[src/rtl/prog_loader_pkg.sv]
// prog_loader_pkg: shared state encoding and frame constants for the byte-stream bootloader.
package prog_loader_pkg;

    typedef enum logic [2:0] {
        S_LEN,
        S_DATA,
        S_CKSUM,
        S_DONE,
        S_ERR
    } loader_state_t;

    localparam int LOADER_LEN_BYTES = 4;

endpackage

[src/rtl/prog_loader_byte_packer.sv]
// prog_loader_byte_packer: gathers 4 bytes little-endian into a word; o_word_valid marks the 4th byte.
module prog_loader_byte_packer
    import prog_loader_pkg::*;
(
    input  logic        clk,
    input  logic        rst_n,
    input  logic        i_clr,
    input  logic        i_valid,
    input  logic [7:0]  i_data,
    output logic [31:0] o_word,
    output logic        o_word_valid,
    output logic [1:0]  o_byte_cnt
);

    logic [23:0] r_sh;
    logic [1:0]  r_cnt;

    // The 4th byte completes the word combinationally so the caller can register it on the same edge.
    assign o_word       = {i_data, r_sh};
    assign o_word_valid = i_valid & (r_cnt == 2'(LOADER_LEN_BYTES - 1));
    assign o_byte_cnt   = r_cnt;

    always_ff @(posedge clk or negedge rst_n) begin
        if (!rst_n) begin
            r_sh  <= '0;
            r_cnt <= '0;
        end else if (i_clr) begin
            r_sh  <= '0;
            r_cnt <= '0;
        end else if (i_valid) begin
            r_sh  <= {i_data, r_sh[23:8]};
            r_cnt <= r_cnt + 2'd1;
        end
    end

endmodule

[src/rtl/prog_loader.sv]
// prog_loader: framed UART byte stream -> imem program writes; holds the core in reset until a frame loads.
// Define PROG_LOADER_CKSUM_EN to require a trailing 8-bit sum byte over LEN+DATA.
module prog_loader
    import prog_loader_pkg::*;
#(
    parameter logic [31:0] BASE_ADDR    = 32'h0000_0000,
    parameter int          MAX_WORDS    = 4096,
    parameter int          IDLE_TIMEOUT = 1_000_000
) (
    input  logic        clk,
    input  logic        start,
    input  logic        rx_valid,
    input  logic [7:0]  rx_data,
    output logic        rx_ready,
    input  logic        reload,
    output logic        prog_en,
    output logic [31:0] prog_addr,
    output logic [31:0] prog_data,
    output logic        cpu_start,
    output logic        load_done,
    output logic        load_err
);

    localparam int WW = $clog2(MAX_WORDS + 1);

`ifdef PROG_LOADER_CKSUM_EN
    localparam loader_state_t L_TAIL = S_CKSUM;
`else
    localparam loader_state_t L_TAIL = S_DONE;
`endif

    loader_state_t r_state, w_next;
    logic [WW-1:0] r_word_idx, r_len;
    logic          r_prog_en, r_cpu_start;
    logic [31:0]   r_prog_addr, r_prog_data;
    logic          w_xfer, w_pack_valid, w_word_valid, w_last, w_timeout, w_cksum_ok;
    logic [31:0]   w_word;
    logic [1:0]    w_byte_cnt;

    assign rx_ready     = (r_state == S_LEN) | (r_state == S_DATA) | (r_state == S_CKSUM);
    assign w_xfer       = rx_valid & rx_ready & ~reload;
    assign w_pack_valid = w_xfer & ((r_state == S_LEN) | (r_state == S_DATA));
    assign w_last       = r_word_idx == r_len - WW'(1);
    assign prog_en      = r_prog_en;
    assign prog_addr    = r_prog_addr;
    assign prog_data    = r_prog_data;
    assign cpu_start    = r_cpu_start;
    assign load_done    = r_state == S_DONE;
    assign load_err     = r_state == S_ERR;

    prog_loader_byte_packer u_packer (
        .clk          (clk),
        .rst_n        (start),
        .i_clr        (reload),
        .i_valid      (w_pack_valid),
        .i_data       (rx_data),
        .o_word       (w_word),
        .o_word_valid (w_word_valid),
        .o_byte_cnt   (w_byte_cnt)
    );

`ifdef PROG_LOADER_CKSUM_EN
    logic [7:0] r_sum;
    assign w_cksum_ok = rx_data == r_sum;
    always_ff @(posedge clk or negedge start) begin
        if (!start)
            r_sum <= '0;
        else if (reload)
            r_sum <= '0;
        else if (w_pack_valid)
            r_sum <= r_sum + rx_data;
    end
`else
    assign w_cksum_ok = 1'b0;
`endif

    generate
        if (IDLE_TIMEOUT > 0) begin : g_timeout
            localparam int GW = (IDLE_TIMEOUT > 1) ? $clog2(IDLE_TIMEOUT) : 1;
            logic [GW-1:0] r_gap;
            logic          w_mid, w_idle;
            // Before the first LEN byte the link may sit idle forever.
            assign w_mid     = (r_state == S_DATA) | (r_state == S_CKSUM) |
                               ((r_state == S_LEN) & (w_byte_cnt != 2'd0));
            assign w_idle    = w_mid & ~w_xfer & ~reload;
            assign w_timeout = w_idle & (r_gap == GW'(IDLE_TIMEOUT - 1));
            always_ff @(posedge clk or negedge start) begin
                if (!start)
                    r_gap <= '0;
                else
                    r_gap <= w_idle ? r_gap + GW'(1) : '0;
            end
        end else begin : g_no_timeout
            assign w_timeout = 1'b0;
        end
    endgenerate

    always_ff @(posedge clk or negedge start) begin
        if (!start)
            r_state <= S_LEN;
        else
            r_state <= w_next;
    end

    always_comb begin
        w_next = r_state;
        if (reload)
            w_next = S_LEN;
        else if (w_timeout)
            w_next = S_ERR;
        else if (w_word_valid && r_state == S_LEN)
            w_next = (w_word > 32'(MAX_WORDS)) ? S_ERR : (w_word == 32'd0) ? L_TAIL : S_DATA;
        else if (w_word_valid && r_state == S_DATA && w_last)
            w_next = L_TAIL;
        else if (w_xfer && r_state == S_CKSUM)
            w_next = w_cksum_ok ? S_DONE : S_ERR;
    end

    always_ff @(posedge clk or negedge start) begin
        if (!start) begin
            r_word_idx  <= '0;
            r_len       <= '0;
            r_prog_en   <= 1'b0;
            r_prog_addr <= '0;
            r_prog_data <= '0;
            r_cpu_start <= 1'b0;
        end else begin
            r_prog_en   <= 1'b0;
            r_cpu_start <= ~reload & (r_state == S_DONE);
            if (reload) begin
                r_word_idx <= '0;
                r_len      <= '0;
            end else if (w_word_valid && r_state == S_LEN) begin
                r_word_idx <= '0;
                r_len      <= w_word[WW-1:0];
            end else if (w_word_valid && r_state == S_DATA) begin
                r_prog_en   <= 1'b1;
                r_prog_addr <= BASE_ADDR + (32'(r_word_idx) << 2);
                r_prog_data <= w_word;
                r_word_idx  <= r_word_idx + WW'(1);
            end
        end
    end

endmodule
[config.mk]
export PLATFORM = sky130hd
export DESIGN_NAME = prog_loader
export DESIGN_NICKNAME = d
export VERILOG_FILES = /design/src/rtl/prog_loader_pkg.sv /design/src/rtl/prog_loader_byte_packer.sv /design/src/rtl/prog_loader.sv
export SDC_FILE = /design/constraint.sdc
export NUM_CORES = 1
export LEC_CHECK = 0
export ABC_CLOCK_PERIOD_IN_PS = 2650
export CAP_MARGIN = 10
export CORE_ASPECT_RATIO = 0.6
export CORE_UTILIZATION = 55
export CTS_CLUSTER_DIAMETER = 60
export DETAILED_ROUTE_END_ITERATION = 8
export PLACE_DENSITY = 0.83
export RECOVER_POWER = 100
export SLEW_MARGIN = 15
export SYNTH_ARGS = -nofsm -noshare
export SYNTH_HDL_FRONTEND = slang
export SYNTH_SLANG_ARGS = --single-unit
export TNS_END_PERCENT = 20
[constraint.sdc]
create_clock -name clk -period 2.65 [get_ports clk]
set_input_delay 0.6625 -clock clk [delete_from_list [all_inputs] [get_ports clk]]
set_output_delay 0.6625 -clock clk [all_outputs]
set_load 0.05 [all_outputs]
==> results_dict.tcl <==
set metrics [dict create \
    status "finished with violations" \
    violations "capacitance limit, slew limit" \
    synthArstFlopShare 1.00 \
    hold_path_depth 2 \
    grt_use_total 0.296 \
    cts_max_level 4 \
    dp_cells 794 \
    dp_hpwl_microns 9890 \
    syn_to_final_growth_pct 22.9 \
    worstReg2RegStart "r_len[1]" \
    rows 28 \
    post_cts_buffers 0 \
    gp_congestion 0.860 \
    maxCapViolCount 1 \
    gr-total-overflow 0 \
    post-route-drc-count 0 \
    r2r-end "r_state[1]" \
    setup_viol 0 \
    holdPathEnd "prog_addr[8]" \
    routed_wl_microns 14900 \
    critPathLaunchType "register" \
    clockBufferDepth 2 \
    drive_gt1_frac 0.0796 \
    grt_setup_unrepaired "false" \
    avgViaCountPerCell 5.86 \
    final_cell_count_no_fill 826 \
    multi_input_area_sq_mm 0.00243 \
    wl_met3_microns 1590 \
    ctsRootBufferMaster "clkbuf_16" \
    slew_violations 30 \
    core_area_sq_mm 0.00998 \
    setup_tns_ns 0 \
    fmax_mhz 401 \
    num-fill-cells 713 \
    seq_area_sq_mm 0.00305 \
    syn_avg_cell_area_sq_um 9.27 \
    hold_ws_ns 0.467 \
    drtIter0Drc 504 \
    grt_pass1_vias 4561 \
    antenna_found_initial 0 \
    io_buffers 61 \
    highest_layer "met4" \
    ios 81 \
    firstDrtPassIters 5 \
    slew_headroom -0.0275 \
    syn_area_sq_mm 0.00572 \
    clk_pin_slew_ns 0.06 \
    drtAntennaViolNets 0 \
    clock-sinks 122 \
    hold_violations 0 \
    arrival_ns 2.78 \
    start_util 0.573 \
    synth_warnings 0 \
    min-delay-start "prog_addr[8]" \
    ys.flop_type "dfrtp_1" \
    max_stage_delay_ns 0.52 \
    r2r_cells 7 \
    total_leakage_power_nw 3.49 \
    wl_met2_microns 6630 \
    grt_pass1_wl_microns 23900 \
    critPathKind "register to register" \
    diodes 0 \
    r2r_setup_slack_ns 0.15 \
    die_y_microns 81.0 \
    finClkSkew_ns 0.00912 \
    grt_max_degree 57 \
    worst_pin_slew_ns 1.54 \
    synth_edf_count 0 \
    power_density_mw_per_mm2 642 \
    fin_util 0.704 \
    dpl_worst_slack_ns 0.0892 \
    crit_chain "inv_1 > ha_2 > or4b_4 > or3_1 > and4b_1 > o32ai_1 > o31ai_1" \
    crit_fanout 6 \
    finalNetCount 695 \
    syn_inst 617 \
    final.setup.worst_slack_ns 0.155 \
    clk-insertion-delay-late_ns 0.42 \
    irDropWorstVdd_v 0.000498 \
    fp.dieW_microns 134 \
    endpoint_kind "register" \
    routedWlPerCell_microns 18.0 \
    synth-seq-cells 122 \
    ys_seq_area_frac 0.534 \
    synth_cell_types 54 \
    drt-met1-wl_microns 6450 \
    num_vias 4843 \
    numCtsBuffers 17 \
    cts_tree "done" \
    die_area_sq_mm 0.0108 \
    period_share 0.942 \
    hold_class "register to register" \
    slowest_stage "or4b_4" \
    cp.required_ns 2.93 \
    fin_crit_ns 2.50 \
]
-- worst max-delay path: cells and delay by family, from the launching register on --
| kind | cells | cell delay (ns) |
|---|---|---|
| buffers and inverters | 1 | 0.10 |
| adders and majority gates | 1 | 0.24 |
| and+or+nand+nor | 3 | 1.09 |
| AOI/OAI and AO/OA | 2 | 0.53 |
| DFF | 1 | 0.41 |
-- worst max-delay path by stage --
stage	slack, ns	from	cells after the start	end
after floorplan	0.40	r_len[0]	7	r_state[1]
after global placement	0.12	reload	8	r_word_idx[6]
after detailed placement	0.09	rx_data[6]	6	r_state[1]
after CTS	0.15	r_len[1]	7	r_state[1]
after global routing	0.04	start	2	g_timeout.r_gap[18]
final	0.15	r_len[1]	7	r_state[1]
-- synth_stat cells (all sizes together) (2+ instances only) --
cell / count / area, sq um
nor4: 10 / 62.6
buf: 27 / 179
nand2: 185 / 694
a21oi: 12 / 60.1
nand4: 12 / 75.1
and3: 6 / 37.5
and4b: 3 / 30.0
ha: 5 / 62.6
or4: 3 / 22.5
and4: 3 / 26.3
or2: 3 / 18.8
nand3: 11 / 55.1
dfrtp: 122 / 3050
nor2: 35 / 131
o31ai: 3 / 22.5
clkbuf: 26 / 97.6
or3: 6 / 37.5
o21a: 3 / 22.5
a2111oi: 2 / 23.8
nor3: 14 / 70.1
xnor2: 13 / 114
o21ai: 27 / 135
a31oi: 4 / 25.0
a22o: 22 / 193
nand4b: 2 / 17.5
nor4b: 3 / 32.5
xor2: 20 / 175
inv: 9 / 33.8
and2: 5 / 31.3
-- layer usage --
metal  vias up  track usage
li1       2184            -
met1      2380        0.416
met4         0        0.115
met5         -            0
met2       255        0.439
met3        24       0.0830
-- logic make-up after synthesis --
group,synth area share
adders and majority gates,0.0109
muxes,0.00372
AOI/OAI and AO/OA,0.0974
DFF,0.534
other,0.000656
and+or+nand+nor,0.249
buffers and inverters,0.0543
xor gates and xnor gates,0.0505
-- power by group --
| group | switching (mW) | internal (mW) |
|---|---|---|
| clock network | 0.861 | 1.54 |
| logic | 0.156 | 0.0500 |
| registers | 0.0261 | 1.88 |
-- state kept, by name (all words and copies together), names as in the netlist --
register             cells
r_len                   13
r_state                  3
prog_data               32
r_word_idx              13
prog_en                  1
u_packer.r_sh           24
cpu_start                1
prog_addr               13
u_packer.o_byte_cnt      2
g_timeout.r_gap         20
-- repair_timing --
action	4_1_cts	5_1_grt
hold buffers	0	0
resized for setup	1	1
setup endpoints to repair	1	1
-- through the flow --
stage | area, sq um | total power [mW]
6_report | 7030 | 4.51
3_5_place_dp | 6470 | 2.15
4_1_cts | 7080 | 4.54
3_3_place_gp | 6470 | 2.14
2_1_floorplan | 5790 | 2.07
5_1_grt | 7030 | 4.62
-- layout make-up --
type | instances | share of cell area
clock buffers | 19 | 0.0645
repair buffers | 77 | 0.102
clock inverters | 13 | 0.0235
well taps | 135 | 0.0240
inverters | 9 | 0.00481
multi-input cells | 451 | 0.347
flip-flops and latches | 122 | 0.434
-- placed cells by master, fill, tap and decap left out, types with 13 or more instances in the layout --
master and n:
a22o_1 22, conb_1 19, nor2_1 35, xnor2_1 13
nand2_1 185, nor3_1 14, dlygate4sd3_1 50, xor2_1 20
o21ai_0 27, dfrtp_1 122, clkbuf_16 17
(Power assumes the default switching activity.)
